## src/rtl/board_renderer_if.sv

```systemverilog
// ----------------------------------------------------------------------------
// board_renderer_if
//
// Row-fetch handshake between the board renderer (master) and the board store
// that supplies one packed board row per request (slave).
//
//   row_req   master -> slave  level request, held until row_ack
//   row_num   master -> slave  board row index, stable while row_req=1
//   row_ack   slave  -> master one-cycle strobe, row_data valid this cycle
//   row_data  slave  -> master packed row, cell c at [c*CELL_BITS +: CELL_BITS]
//
// DATA_W must equal BOARD_W*CELL_BITS of the renderer attached to it.
// ----------------------------------------------------------------------------
interface board_renderer_if #(
    parameter int DATA_W = 160
) ();
    logic              row_req;
    logic [7:0]        row_num;
    logic              row_ack;
    logic [DATA_W-1:0] row_data;

    modport master (
        output row_req,
        output row_num,
        input  row_ack,
        input  row_data
    );

    modport slave (
        input  row_req,
        input  row_num,
        output row_ack,
        output row_data
    );
endinterface

```

## src/rtl/board_renderer.sv

```systemverilog
// ----------------------------------------------------------------------------
// board_renderer
//
// Draws a BOARD_W x BOARD_H grid of square cells onto a raster display. One
// board row is fetched per block row of SQ scan lines: the fetch is launched
// during horizontal blanking of the line just above the block row, buffered in
// a pending register and promoted to the display buffer at the end of that
// line, so the whole block row renders from a stable copy.
//
// Ports
//   i_clk       pixel clock, all state on its rising edge
//   i_rst       asynchronous active-high reset
//   bus         board_renderer_if.master row-fetch handshake
//   i_draw_x    current pixel column counter (10 bits)
//   i_draw_y    current pixel line counter (10 bits)
//   o_red       registered red   (latency 1 from i_draw_x/i_draw_y)
//   o_green     registered green
//   o_blue      registered blue
//   o_underrun  sticky: a requested row did not arrive before end of line
//
// Cell format: bits [11:0] are RGB444, R=[3:0], G=[7:4], B=[11:8]; a cell whose
// colour bits are all zero is empty and renders as BG_RGB.
// ----------------------------------------------------------------------------
module board_renderer #(
    parameter int          BOARD_W   = 10,
    parameter int          BOARD_H   = 20,
    parameter int          SQ        = 24,
    parameter int          X0        = 200,
    parameter int          Y0        = 0,
    parameter int          CELL_BITS = 16,
    parameter int          H_VIS     = 640,
    parameter int          H_TOTAL   = 800,
    parameter int          V_TOTAL   = 525,
    parameter int          GRID      = 1,
    parameter logic [23:0] BG_RGB    = 24'h003E7C,
    parameter logic [23:0] GRID_RGB  = 24'h202020
) (
    input  logic                    i_clk,
    input  logic                    i_rst,
    board_renderer_if.master        bus,
    input  logic [9:0]              i_draw_x,
    input  logic [9:0]              i_draw_y,
    output logic [7:0]              o_red,
    output logic [7:0]              o_green,
    output logic [7:0]              o_blue,
    output logic                    o_underrun
);

    localparam int ROW_BITS = BOARD_W * CELL_BITS;

    // Board extents held in 11 bits so X0+width never wraps when compared
    // against a zero-extended 10-bit coordinate.
    localparam logic [10:0] X_LO = 11'(X0);
    localparam logic [10:0] X_HI = 11'(X0 + BOARD_W * SQ);
    localparam logic [10:0] Y_LO = 11'(Y0);
    localparam logic [10:0] Y_HI = 11'(Y0 + BOARD_H * SQ);

    localparam logic [9:0] SQ_W     = 10'(SQ);
    localparam logic [9:0] X0_W     = 10'(X0);
    localparam logic [9:0] Y0_W     = 10'(Y0);
    localparam logic [9:0] H_VIS_W  = 10'(H_VIS);
    localparam logic [9:0] H_LAST_W = 10'(H_TOTAL - 1);
    localparam logic [9:0] V_LAST_W = 10'(V_TOTAL - 1);
    localparam logic [9:0] V_VIS_W  = 10'd480;

    localparam logic [1:0] ST_IDLE = 2'd0;
    localparam logic [1:0] ST_REQ  = 2'd1;
    localparam logic [1:0] ST_HOLD = 2'd2;

    logic [1:0]          r_state;
    logic [7:0]          r_row_num;
    logic                r_underrun;
    logic [ROW_BITS-1:0] r_pend;
    logic [ROW_BITS-1:0] r_disp;
    logic [7:0]          r_red;
    logic [7:0]          r_green;
    logic [7:0]          r_blue;

    // ------------------------------------------------------------------
    // Fetch trigger: fires at the first blanking pixel of the line before
    // each block row, so the fetch has the whole blanking interval.
    // ------------------------------------------------------------------
    logic [9:0] w_next_y;
    logic [9:0] w_next_rel;
    logic       w_next_in;
    logic       w_trigger;
    logic       w_deadline;

    assign w_next_y   = (i_draw_y == V_LAST_W) ? 10'd0 : i_draw_y + 10'd1;
    assign w_next_rel = w_next_y - Y0_W;
    assign w_next_in  = ({1'b0, w_next_y} >= Y_LO) && ({1'b0, w_next_y} < Y_HI);
    assign w_trigger  = (i_draw_x == H_VIS_W) && w_next_in
                        && ((w_next_rel % SQ_W) == 10'd0);
    assign w_deadline = (i_draw_x == H_LAST_W);

    // ------------------------------------------------------------------
    // Fetch FSM and row buffers
    // ------------------------------------------------------------------
    // NOTE: every register here uses <= so all updates see pre-edge values;
    // mixing in = would make the result depend on statement order.
    // NOTE: the row buffers are reset as well so rows not yet fetched after
    // reset render as empty cells rather than X garbage.
    always_ff @(posedge i_clk or posedge i_rst) begin
        if (i_rst) begin
            r_state    <= ST_IDLE;
            r_row_num  <= 8'd0;
            r_underrun <= 1'b0;
            r_pend     <= '0;
            r_disp     <= '0;
        end else begin
            case (r_state)
                ST_IDLE: begin
                    if (w_trigger) begin
                        r_row_num <= 8'(w_next_rel / SQ_W);
                        r_state   <= ST_REQ;
                    end
                end
                ST_REQ: begin
                    if (bus.row_ack) begin
                        r_pend <= bus.row_data;
                        if (w_deadline) begin
                            // Data arrived on the last pixel: no HOLD cycle is
                            // left, so promote it straight to the display copy.
                            r_disp  <= bus.row_data;
                            r_state <= ST_IDLE;
                        end else begin
                            r_state <= ST_HOLD;
                        end
                    end else if (w_deadline) begin
                        // Late row: keep the old display copy (previous row
                        // repeats) and flag it until reset.
                        r_underrun <= 1'b1;
                        r_state    <= ST_IDLE;
                    end
                end
                ST_HOLD: begin
                    if (w_deadline) begin
                        r_disp  <= r_pend;
                        r_state <= ST_IDLE;
                    end
                end
                default: r_state <= ST_IDLE;
            endcase
        end
    end

    assign bus.row_req = (r_state == ST_REQ);
    assign bus.row_num = r_row_num;
    assign o_underrun  = r_underrun;

    // ------------------------------------------------------------------
    // Pixel colour
    // ------------------------------------------------------------------
    logic [9:0]  w_rel_x;
    logic [9:0]  w_rel_y;
    logic [9:0]  w_cell_idx;
    logic        w_in_board;
    logic        w_visible;
    logic        w_on_grid;
    logic [11:0] w_cell_rgb;
    logic [23:0] w_rgb;

    assign w_rel_x    = i_draw_x - X0_W;
    assign w_rel_y    = i_draw_y - Y0_W;
    assign w_cell_idx = w_rel_x / SQ_W;
    assign w_in_board = ({1'b0, i_draw_x} >= X_LO) && ({1'b0, i_draw_x} < X_HI)
                        && ({1'b0, i_draw_y} >= Y_LO) && ({1'b0, i_draw_y} < Y_HI);
    assign w_visible  = (i_draw_x < H_VIS_W) && (i_draw_y < V_VIS_W);
    assign w_on_grid  = (GRID != 0)
                        && (((w_rel_x % SQ_W) == 10'd0) || ((w_rel_y % SQ_W) == 10'd0));

    // Cell mux written as a compare loop so an out-of-range index (pixel off
    // the board) selects nothing instead of slicing past the row.
    // NOTE: w_cell_rgb gets a default before the loop; without it the
    // no-match path would infer a latch.
    always_comb begin
        w_cell_rgb = 12'h000;
        for (int c = 0; c < BOARD_W; c++) begin
            if (w_cell_idx == 10'(c)) begin
                w_cell_rgb = r_disp[c*CELL_BITS +: 12];
            end
        end
    end

    // Cell bits above the colour field are carried through the buffers but
    // not rendered; fold them into a sink so they are visibly intentional.
    logic w_unused_disp;
    assign w_unused_disp = ^r_disp;

    always_comb begin
        w_rgb = 24'h000000;
        if (w_in_board) begin
            if (w_on_grid) begin
                w_rgb = GRID_RGB;
            end else if (w_cell_rgb == 12'h000) begin
                w_rgb = BG_RGB;
            end else begin
                // RGB444 -> RGB888 by nibble replication (F -> FF, 0 -> 00).
                w_rgb = {w_cell_rgb[3:0],  w_cell_rgb[3:0],
                         w_cell_rgb[7:4],  w_cell_rgb[7:4],
                         w_cell_rgb[11:8], w_cell_rgb[11:8]};
            end
        end else if (w_visible) begin
            w_rgb = BG_RGB;
        end
    end

    always_ff @(posedge i_clk or posedge i_rst) begin
        if (i_rst) begin
            r_red   <= 8'd0;
            r_green <= 8'd0;
            r_blue  <= 8'd0;
        end else begin
            r_red   <= w_rgb[23:16];
            r_green <= w_rgb[15:8];
            r_blue  <= w_rgb[7:0];
        end
    end

    assign o_red   = r_red;
    assign o_green = r_green;
    assign o_blue  = r_blue;

endmodule

```

## src/flat_wrapper.sv

```systemverilog
// flat-port wrapper written by rule: the top's interface ports become plain ports
module board_renderer_flat 
#(
    parameter int          BOARD_W   = 10,
    parameter int          BOARD_H   = 20,
    parameter int          SQ        = 24,
    parameter int          X0        = 200,
    parameter int          Y0        = 0,
    parameter int          CELL_BITS = 16,
    parameter int          H_VIS     = 640,
    parameter int          H_TOTAL   = 800,
    parameter int          V_TOTAL   = 525,
    parameter int          GRID      = 1,
    parameter logic [23:0] BG_RGB    = 24'h003E7C,
    parameter logic [23:0] GRID_RGB  = 24'h202020
)
  (i_clk, i_rst, i_draw_x, i_draw_y, o_red, o_green, o_blue, o_underrun, bus_row_req, bus_row_num, bus_row_ack, bus_row_data);
  board_renderer_if #(.DATA_W((10 * 16))) bus_i ();
  input  logic i_clk;
  input  logic i_rst;
  input  logic [9:0] i_draw_x;
  input  logic [9:0] i_draw_y;
  output logic [7:0] o_red;
  output logic [7:0] o_green;
  output logic [7:0] o_blue;
  output logic o_underrun;
  output wire logic [$bits(bus_i.row_req)-1:0] bus_row_req;
  output wire logic [$bits(bus_i.row_num)-1:0] bus_row_num;
  input wire logic [$bits(bus_i.row_ack)-1:0] bus_row_ack;
  input wire logic [$bits(bus_i.row_data)-1:0] bus_row_data;
  assign bus_row_req = bus_i.row_req;
  assign bus_row_num = bus_i.row_num;
  assign bus_i.row_ack = bus_row_ack;
  assign bus_i.row_data = bus_row_data;
  board_renderer #(.BOARD_W(BOARD_W), .BOARD_H(BOARD_H), .SQ(SQ), .X0(X0), .Y0(Y0), .CELL_BITS(CELL_BITS), .H_VIS(H_VIS), .H_TOTAL(H_TOTAL), .V_TOTAL(V_TOTAL), .GRID(GRID), .BG_RGB(BG_RGB), .GRID_RGB(GRID_RGB)) u_core (.i_clk(i_clk), .i_rst(i_rst), .bus(bus_i), .i_draw_x(i_draw_x), .i_draw_y(i_draw_y), .o_red(o_red), .o_green(o_green), .o_blue(o_blue), .o_underrun(o_underrun));
endmodule
```

## config.mk

```make
export PLATFORM = sky130hd
export DESIGN_NAME = board_renderer_flat
export DESIGN_NICKNAME = d
export VERILOG_FILES = /design/src/rtl/board_renderer_if.sv /design/src/rtl/board_renderer.sv /design/src/flat_wrapper.sv
export SDC_FILE = /design/constraint.sdc
export NUM_CORES = 1
export LEC_CHECK = 0
export CORE_AREA = 4 4 167 169
export CTS_BUF_LIST = sky130_fd_sc_hd__clkbuf_16
export CTS_CLUSTER_DIAMETER = 150
export DETAILED_ROUTE_END_ITERATION = 7
export DIE_AREA = 0 0 171 173
export GPL_TIMING_DRIVEN = 0
export PLACE_DENSITY = 0.83
export SLEW_MARGIN = 20
export SYNTH_ARGS = -nofsm -noshare
export SYNTH_HDL_FRONTEND = slang
export SYNTH_SLANG_ARGS = --single-unit
```

## constraint.sdc

```tcl
create_clock -name i_clk -period 12.5 [get_ports i_clk]
set_clock_uncertainty 0.1 [all_clocks]
set_input_delay 2.5 -clock i_clk [delete_from_list [all_inputs] [get_ports i_clk]]
set_output_delay 2.5 -clock i_clk [all_outputs]
set_load 0.01 [all_outputs]
```

==> Yosys cells after proc, flatten, opt, wreduce, memory -nomap -nowiden <==
Cells that the tools add are included.
{ "word_totals": {"ff_bits": 347, "latchBits": 0, "ramBits": 0, "rom_bits": 0, "n_memories": 0} }
{ "op_classes": {"n_addsub": 2, "multipliers": 0, "div_mod_pow": 5, "order_cmp": 6, "n_eq_ne": 18, "shift": 0, "n_mux": 24, "bitwise": 1, "reduce_logical": 17} }
{ "op_table": {"columns": ["cell", "count"], "rows": [
  ["$mux 156", 3],
  ["$pmux 156 s2", 1],
  ["$mux 12", 10],
  ["$mux 24", 3],
  ["$eq 10x3->1 const B", 4],
  ["$logic_not 10->1", 4],
  ["$lt 10x9->1 const B", 4],
  ["$eq 10x10->1 const B", 3],
  ["$mod 10x5->10 const B", 3],
  ["$div 10x5->10 const B", 2],
  ["$eq 10x2->1 const B", 2],
  ["$eq 10x4->1 const B", 2],
  ["$mux 14", 1],
  ["$logic_not 12->1", 1],
  ["$add 10x1->10 const B", 1],
  ["$eq 10x1->1 const B", 1],
  ["$ge 10x8->1 const B", 1],
  ["$lt 10x10->1 const B", 1],
  ["$mux 10", 1],
  ["$sub 10x8->10 const B", 1],
  ["$mux 2", 4],
  ["$ne 2x1->1 const B", 4],
  ["$pmux 2 s3", 1],
  ["$logic_and 1x1->1", 5],
  ["other kinds (9)", 10]
]} }

==> Depth between registers and ports, before layout <==
Gate-level depths: netlist of run 1.
{ "depth": {"ltp_word": 17, "depth_mapped": 19, "mapped_depth_nobuf": 15} }

==> Worst setup path after synthesis of run 1 <==
Ideal clock, no wire load.
{ "synth_path": {"kind": "input -> register", "startpoint": "input port i_draw_x[3]", "endpoint": "register u_core.r_blue[6], in the netlist u_core.o_blue[6]", "setup_ps": 81, "arrival_ps": 6348, "setup_slack_ps": 5971, "path_stages": 16, "n_path_buf": 1, "path_cell_list": "buf_6 inv_1 ha_1 xor2_2 nor2_1 nand2_1 nand4_1 and4_4 mux2_4 o221a_4 a22oi_4 mux2_4 a2111o_1 nor4b_4 nand4b_4 o211ai_2"} }
{ "synth_between": {"elab_chain_len": 17} }
{ "synth_lines": {"columns": ["item", "line_no", "source"], "rows": [
  ["start: declaration", "flat_wrapper.sv:21", "input logic [9:0] i_draw_x;"],
  ["$sub 10x8->10", "board_renderer.sv:163", "assign w_rel_x = i_draw_x - X0_W;"],
  ["$div 10x5->10", "board_renderer.sv:165", "assign w_cell_idx = w_rel_x / SQ_W;"],
  ["$logic_not 10->1", "board_renderer.sv:179", "if (w_cell_idx == 10'(c)) begin"],
  ["$mux 12 (10 in series)", "board_renderer.sv:179", null],
  ["$logic_not 12->1", "board_renderer.sv:195", "end else if (w_cell_rgb == 12'h000) begin"],
  ["$mux 24", "board_renderer.sv:195", null],
  ["$mux 24", "board_renderer.sv:193", "if (w_on_grid) begin"],
  ["$mux 24 (*)", "board_renderer.sv:192", "if (w_in_board) begin"],
  ["end signal: assignment", "board_renderer.sv:216", "r_blue <= w_rgb[7:0];"],
  ["end: declaration", "board_renderer.sv:77", "logic [7:0] r_blue;"]
]} }
Mark *: on every way between the ends. The rest lies on a longest branch, timed or not.
A chain may end at the register's enable or synchronous reset.

==> Final worst setup path of run 1 <==
{ "layout_path": {"startpoint": "input port i_draw_x[3]", "endpoint": "register u_core.r_green[3], in the netlist u_core.o_green[3]"} }
{ "layout_between": {"elab_chain_len": 17} }
{ "layout_lines": {"columns": ["item", "line_no", "source"], "rows": [
  ["$sub 10x8->10", "board_renderer.sv:163", null],
  ["$div 10x5->10", "board_renderer.sv:165", null],
  ["$logic_not 10->1", "board_renderer.sv:179", null],
  ["$mux 12 (10 in series)", "board_renderer.sv:179", null],
  ["$logic_not 12->1", "board_renderer.sv:195", null],
  ["$mux 24", "board_renderer.sv:195", null],
  ["$mux 24", "board_renderer.sv:193", null],
  ["$mux 24 (*)", "board_renderer.sv:192", null],
  ["via u_core.w_rgb[11]", "board_renderer.sv:161", "logic [23:0] w_rgb;"],
  ["end signal: assignment", "board_renderer.sv:215", "r_green <= w_rgb[15:8];"],
  ["end: declaration", "board_renderer.sv:76", "logic [7:0] r_green;"]
]} }
Mark *: on every way through the listed nets, which the timed path passes. The rest lies on a longest branch.

==> impl_metrics.yaml, run 1 <==
sta:
  relSlewSlack_pct: 35.3
  fmax_ghz: 0.129
  setup_viol: 0
  timing.final.hold_violations: 0
  timing.hold.ws_ns: 0.384
  worst_slack_ns: 4.74
  finalMaxSlewViolations: 0
  min_period_ns: 7.77
  rsz0062_at_grt: "no"
  fin_crit_sh_pct: 62.1
  tightest_slew_ns: 0.958
global_route:
  grt_pass1_vias: 11800
  grt_usage_pct: 27.4
  grt_antenna_before_repair: 0
  grt_max_degree: 110
  grt_overflow: 0
  grt_pass1_wl_um: 65000
logic_synthesis:
  yosys-top-cells-area: "dfrtp_1 47%, mux2_2 11%, mux2i_1 10%"
  synth_edf_count: 0
  seq_area_frac_synth_pct: 47.0
  yosysTopAreaCellShare_pct: 47.0
  synthSimpleGateAreaFrac_pct: 11.4
  synthArstFlopShare_pct: 100
  synth_fa_ha_area_share_pct: 0.437
  yosysMostFrequentCell: "dfrtp_1"
  synth.avg_cell_area_um2: 10.5
  ys.flop_type: "dfrtp_1"
  ys_ff_latch: 269
  synth-compound-area-share_pct: 14.4
  netlist_area_mm2: 0.0143
  synthCells: 1365
  synth-xor-area-share_pct: 1.91
  synth_top_family_by_area: "multiplexers"
  yosysTopAreaCell: "dfrtp_1"
  ys_warn_count: 0
  synth_top_cells_by_count: "269 x dfrtp_1, 169 x nand2_1, 147 x mux2i_1, 141 x o21ai_0, 135 x mux2_2"
  synthMuxAreaShare_pct: 21.1
  synth.distinct_cells: 86
power_and_ir_drop:
  p_switching_uw: 534
  switching_share_pct: 26.7
  pwr-share-seq_pct: 43.9
  p_clk_share_pct: 39.8
  p_comb_share_pct: 16.3
  p_int_mw: 1.47
  powerDensity_mw_per_mm2: 115
  peakVddDrop_mv: 0.0999
  p_leak_nw: 7.37
min_path:
  hold_path_class: "reg -> reg"
critical_path:
  startpoint: "i_draw_x[3]"
  cp-end-kind: "flip-flop"
  reg2reg_setup_slack_ns: 9.21
  criticalPathCategory: "in -> reg"
  crit_end: "u_core.o_green[3]"
  r2r_cells: 8
  worstPathRequired_ns: 12.87
  cp_cell_sequence: "clkdlybuf4s50_1, buf_6, inv_1, ha_1, nor2b_1, nor3b_2, nor2_1, clkbuf_1, a31oi_1, o22a_1, o32ai_1, clkbuf_1, buf_2, a22oi_1, mux2i_1, a211oi_1, nor3_1, nor2_1, o21ai_1"
  cp.arrival_ns: 8.14
  slowest_stage: "o32ai_1"
  critical_path.max_stage_delay_ns: 0.78
  worstPathMaxFanout: 10
  reg2reg_to: "u_core.r_disp[97]"
  cp-start-kind: "input pin"
  r2r_start: "u_core.r_state[0]"
die:
  dieArea_mm2: 0.0296
  rows: 60
  die_h_um: 173
  start_util_pct: 53.8
  dieWidth_um: 171
  io_pins: 217
  core_area_mm2: 0.0266
routing:
  wl_per_cell_um: 21.7
  drt_iter0_markers: 977
  drt-pass1-iter-count: 5
  dr_total_vias: 11800
  wl_um: 41700
  drc: 0
  via_per_inst: 6.11
  antenna_left: 0
clock_tree:
  post_cts_buffers: 0
  path_clk_slew_ns: 0.06
  clock-sinks: 269
  cts.htree.levels: 1
  cts_tree: "yes"
  cts_root_buf: "clkbuf_16"
  cts-hold-fix-buffers: 0
  cts_buffers: 27
  cts_buffer_depth: 3
  clock_latency_ns: 0.55
  postCtsResizedCells: 0
run:
  maxCapViolCount: 0
final_layout:
  finalCoreUtilization_pct: 65.3
  area_growth_pct: 21.3
  nets: 1753
  layout-drive-gt1-share_pct: 14.1
  antenna_cells: 0
  multi_input_area_mm2: 0.00707
  seq_area_mm2: 0.00673
  fillers: 2049
placement:
  post-place-ws_ns: 4.46
  dpl.hpwl_um: 31400
  io_buffers: 168
  gp_congestion: 0.931
outcome:
  status: "completed"
worst min path at each step:
stage / start / endpoint / slack [ns] / cells after the start
after floorplan: u_core.r_disp[144] / u_core.r_disp[144] / 0.34 / 2
after global placement: u_core.r_disp[34] / u_core.r_disp[34] / 0.36 / 2
after detailed placement: u_core.r_disp[21] / u_core.r_disp[21] / 0.37 / 2
after CTS: u_core.r_disp[21] / u_core.r_disp[21] / 0.39 / 2
after global routing: u_core.r_disp[85] / u_core.r_disp[85] / 0.41 / 2
final: u_core.r_disp[21] / u_core.r_disp[21] / 0.38 / 2
state kept, by name (all words and copies together), names as in the netlist:
name / count
u_core.o_green: 8
u_core.o_red: 5
u_core.o_underrun: 1
u_core.r_pend: 120
u_core.bus.row_num: 6
u_core.o_blue: 7
u_core.r_disp: 120
u_core.r_state: 2
area by class of cell:
type | instances | area share [%]
timing repair buffer | 170 | 10.0
multi-input combinational | 977 | 40.7
tap | 341 | 2.46
clock buffer | 27 | 3.89
inverter | 20 | 0.476
buffer | 100 | 2.57
clock inverter | 23 | 1.10
sequential | 269 | 38.8
routing by layer:
layer | wire (um) | vias up | GRT usage [%] | part of all wire (%)
met4 | 1720 | 0 | 9.64 | 4.1
met5 | 0 | - | 0 | 0
met2 | 19900 | 559 | 45.5 | 48
li1 | - | 5341 | - | -
met3 | 3030 | 118 | 4.62 | 7.3
met1 | 17000 | 5764 | 36.4 | 41
power by group through the flow:
stage	registers, mW	clock network (mW)	logic (mW)
floorplan	0.897	0	0.192
global placement	0.895	0	0.312
detailed placement	0.895	0	0.321
CTS	0.879	0.803	0.322
global route	0.879	0.843	0.348
finish	0.879	0.798	0.326
cells by family after synthesis:
kind of cell             Yosys count
buffers and inverters            120
multiplexers                     284
adder cells (fa/ha/maj)            5
other                              1
AND/OR/NAND/NOR                  344
XOR/XNOR                          27
AO/OA/AOI/OAI                    315
flip-flops                       269
worst max-delay path: cells and delay by family:
family                     cells  cell delay (ns)
adders and majority gates      1             0.34
muxes                          1             0.45
and+or+nand+nor                5             1.14
buffers and inverters          6             2.09
AOI/OAI and AO/OA              6             1.61
through the flow:
| stage | total power, mW | instances | instance area (um^2) | TNS [ns] |
|---|---|---|---|---|
| final | 2.00 | 1927 | 17400 | 0 |
| after global routing | 2.07 | 1927 | 17400 | 0 |
| after CTS | 2.00 | 1927 | 17400 | 0 |
| after detailed placement | 1.22 | 1877 | 16500 | 0 |
| after global placement | 1.21 | 1875 | 16400 | -131.12 |
| after floorplan | 1.09 | 1366 | 14300 | 0 |
cells in the final DEF (no fill, tap or decap), types with 6 or more instances in the layout:
| cell type | count |
|---|---|
| a211oi_1 | 15 |
| a21o_1 | 6 |
| a21oi_1 | 34 |
| a221oi_1 | 10 |
| a22o_1 | 6 |
| a22oi_1 | 9 |
| a31oi_1 | 12 |
| buf_1 | 6 |
| buf_2 | 8 |
| buf_4 | 8 |
| clkbuf_1 | 74 |
| clkbuf_16 | 27 |
| clkdlybuf4s50_1 | 168 |
| clkinv_1 | 8 |
| dfrtp_1 | 269 |
| inv_1 | 24 |
| mux2_2 | 135 |
| mux2i_1 | 147 |
| nand2_1 | 169 |
| nand2b_1 | 14 |
| nand3_1 | 19 |
| nand4_1 | 9 |
| nor2_1 | 66 |
| nor2b_1 | 8 |
| nor3_1 | 17 |
| o211ai_1 | 14 |
| o21ai_0 | 141 |
| o21ai_1 | 7 |
| o22ai_1 | 7 |
| or4_1 | 9 |
| xnor2_1 | 12 |
| xor2_1 | 10 |
No activity file was read; power rests on OpenSTA's default activity.
==> run 2, diff against run 1 <==
CORE_AREA = 4 4 175 177   (was 4 4 167 169)
DIE_AREA = 0 0 179 181   (was 0 0 171 173)
PLACE_DENSITY = 0.8   (was 0.83)
clock period = 6.75 ns   (was 12.5 ns; I/O delays follow)
==> impl_metrics.yaml, run 2 (synthesized netlist as in run 1, its figures left out) <==
outcome:
  status: "completed"
min_path:
  hold_path_depth: 2
  holdCritStartpoint: "u_core.r_disp[130]"
  hold_path_class: "reg -> reg"
  hold_end: "u_core.r_disp[130]"
die:
  die_h_um: 181
  dieWidth_um: 179
  io_pins: 217
  rows: 63
  core_area_mm2: 0.0292
  dieArea_mm2: 0.0324
  start_util_pct: 48.9
sta:
  min_period_ns: 6.37
  finalSetupTns_ns: 0
  timing.hold.ws_ns: 0.381
  fin_crit_sh_pct: 94.3
  finalMaxSlewViolations: 0
  timing.final.hold_violations: 0
  worst_slack_ns: 0.383
  relSlewSlack_pct: 33.1
  tightest_slew_ns: 1.00
  setup_viol: 0
  rsz0062_at_grt: "no"
  fmax_ghz: 0.157
power_and_ir_drop:
  p_switching_uw: 994
  pwr-share-seq_pct: 44.7
  switching_share_pct: 27.2
  finalPower_mw: 3.65
  peakVddDrop_mv: 0.184
  p_leak_nw: 7.41
  p_comb_share_pct: 16.7
  powerDensity_mw_per_mm2: 209
  p_int_mw: 2.66
  p_clk_share_pct: 38.6
global_route:
  grt_usage_pct: 25.5
  grt_pass1_vias: 11700
  grt_antenna_before_repair: 0
  grt_pass1_wl_um: 65200
  grt_overflow: 0
  grt_max_degree: 36
final_layout:
  antenna_cells: 0
  area_growth_pct: 22.3
  nets: 1762
  final_common_cell: "dfrtp_1"
  final_cell_mix: "269 x dfrtp_1, 169 x nand2_1, 168 x clkdlybuf4s50_1"
  seq_area_mm2: 0.00673
  multi_input_area_mm2: 0.00707
  fillers: 2416
  layout-drive-gt1-share_pct: 14.4
  final_area_mm2: 0.0175
critical_path:
  cp.arrival_ns: 6.73
  cp-start-kind: "input pin"
  r2r_cells: 8
  worstPathRequired_ns: 7.11
  r2r_start: "u_core.r_state[0]"
  criticalPathCategory: "in -> reg"
  reg2reg_setup_slack_ns: 3.48
  cp-end-kind: "flip-flop"
  reg2reg_to: "u_core.r_disp[136]"
  worstPathMaxFanout: 10
routing:
  wl_um: 42300
  via_per_inst: 5.97
  antenna_left: 0
  drt_iter0_markers: 1078
  drt-pass1-iter-count: 6
  drc: 0
  dr_total_vias: 11800
  wl_per_cell_um: 21.3
clock_tree:
  cts_root_buf: "clkbuf_16"
  cts.htree.levels: 1
  postCtsResizedCells: 0
  clock-sinks: 269
  post_cts_buffers: 0
  path_clk_slew_ns: 0.06
  clock_latency_ns: 0.55
  cts_buffers: 29
  cts-hold-fix-buffers: 0
  cts_tree: "yes"
  cts_buffer_depth: 3
placement:
  io_buffers: 168
  post-place-ws_ns: -0.0480
  gp_congestion: 0.956
  dpl.hpwl_um: 31800
  dpl_cell_area_mm2: 0.0167
run:
  maxCapViolCount: 0
==> run 2: how the worst max path moves through the flow <==
stage                                    end  slack (ns)  depth (start not counted)   startpoint
after floorplan             u_core.o_blue[6]        1.37                         16  i_draw_x[3]
final                       u_core.o_blue[4]        0.38                         20  i_draw_x[3]
after global routing       u_core.o_green[1]        0.09                         19  i_draw_x[3]
after global placement    u_core.r_pend[105]       -0.07                          2        i_rst
after CTS                   u_core.o_blue[4]        0.47                         20  i_draw_x[3]
after detailed placement    u_core.o_blue[4]       -0.05                         20  i_draw_x[3]
==> run 2: layout make-up <==
class / count / share of cell area (%)
Tap cell: 390 / 2.79
Sequential cell: 269 / 38.5
Clock buffer: 29 / 4.15
Buffer: 100 / 2.55
Multi-Input combinational cell: 977 / 40.4
Timing Repair Buffer: 177 / 10.6
Clock inverter: 22 / 0.586
Inverter: 20 / 0.450
==> run 2: power groups by stage <==
| stage | Combinational, mW | Clock (mW) | Sequential (mW) |
|---|---|---|---|
| 2_1_floorplan | 0.356 | 0 | 1.66 |
| 3_3_place_gp | 0.581 | 0 | 1.66 |
| 3_5_place_dp | 0.600 | 0 | 1.66 |
| 4_1_cts | 0.604 | 1.42 | 1.63 |
| 5_1_grt | 0.657 | 1.49 | 1.63 |
| 6_report | 0.611 | 1.41 | 1.63 |
==> run 2: critical path: stages <==
cell             delay [ns]
clkdlybuf4s50_1        0.46
buf_6                  0.18
inv_1                  0.17
ha_1                   0.35
xor2_2                 0.44
nor2_1                 0.29
nand2_1                0.23
nand4_1                0.14
and4_4                 0.23
buf_6                  0.14
and3_4                 0.19
o32ai_4                0.40
a22o_1                 0.18
buf_4                  0.23
buf_4                  0.29
mux2i_1                0.32
o221ai_1               0.26
a211oi_1               0.42
nand2_1                0.23
o21ai_1                0.21
==> run 2: layer usage <==
metal	part of all wire (%)	up-vias	global-route usage, %
li1	-	5364	-
met1	41	5814	34.6
met2	47	562	41.3
met3	8.1	96	4.67
met4	3.8	0	8.81
met5	0	-	0
==> run 2: through the flow <==
stage / cells / utilization (%)
floorplan: 1366 / -
global placement: 1924 / 56.4
detailed placement: 1933 / 57.0
CTS: 1984 / 59.8
global route: 1984 / 59.8
finish: 1984 / 59.8
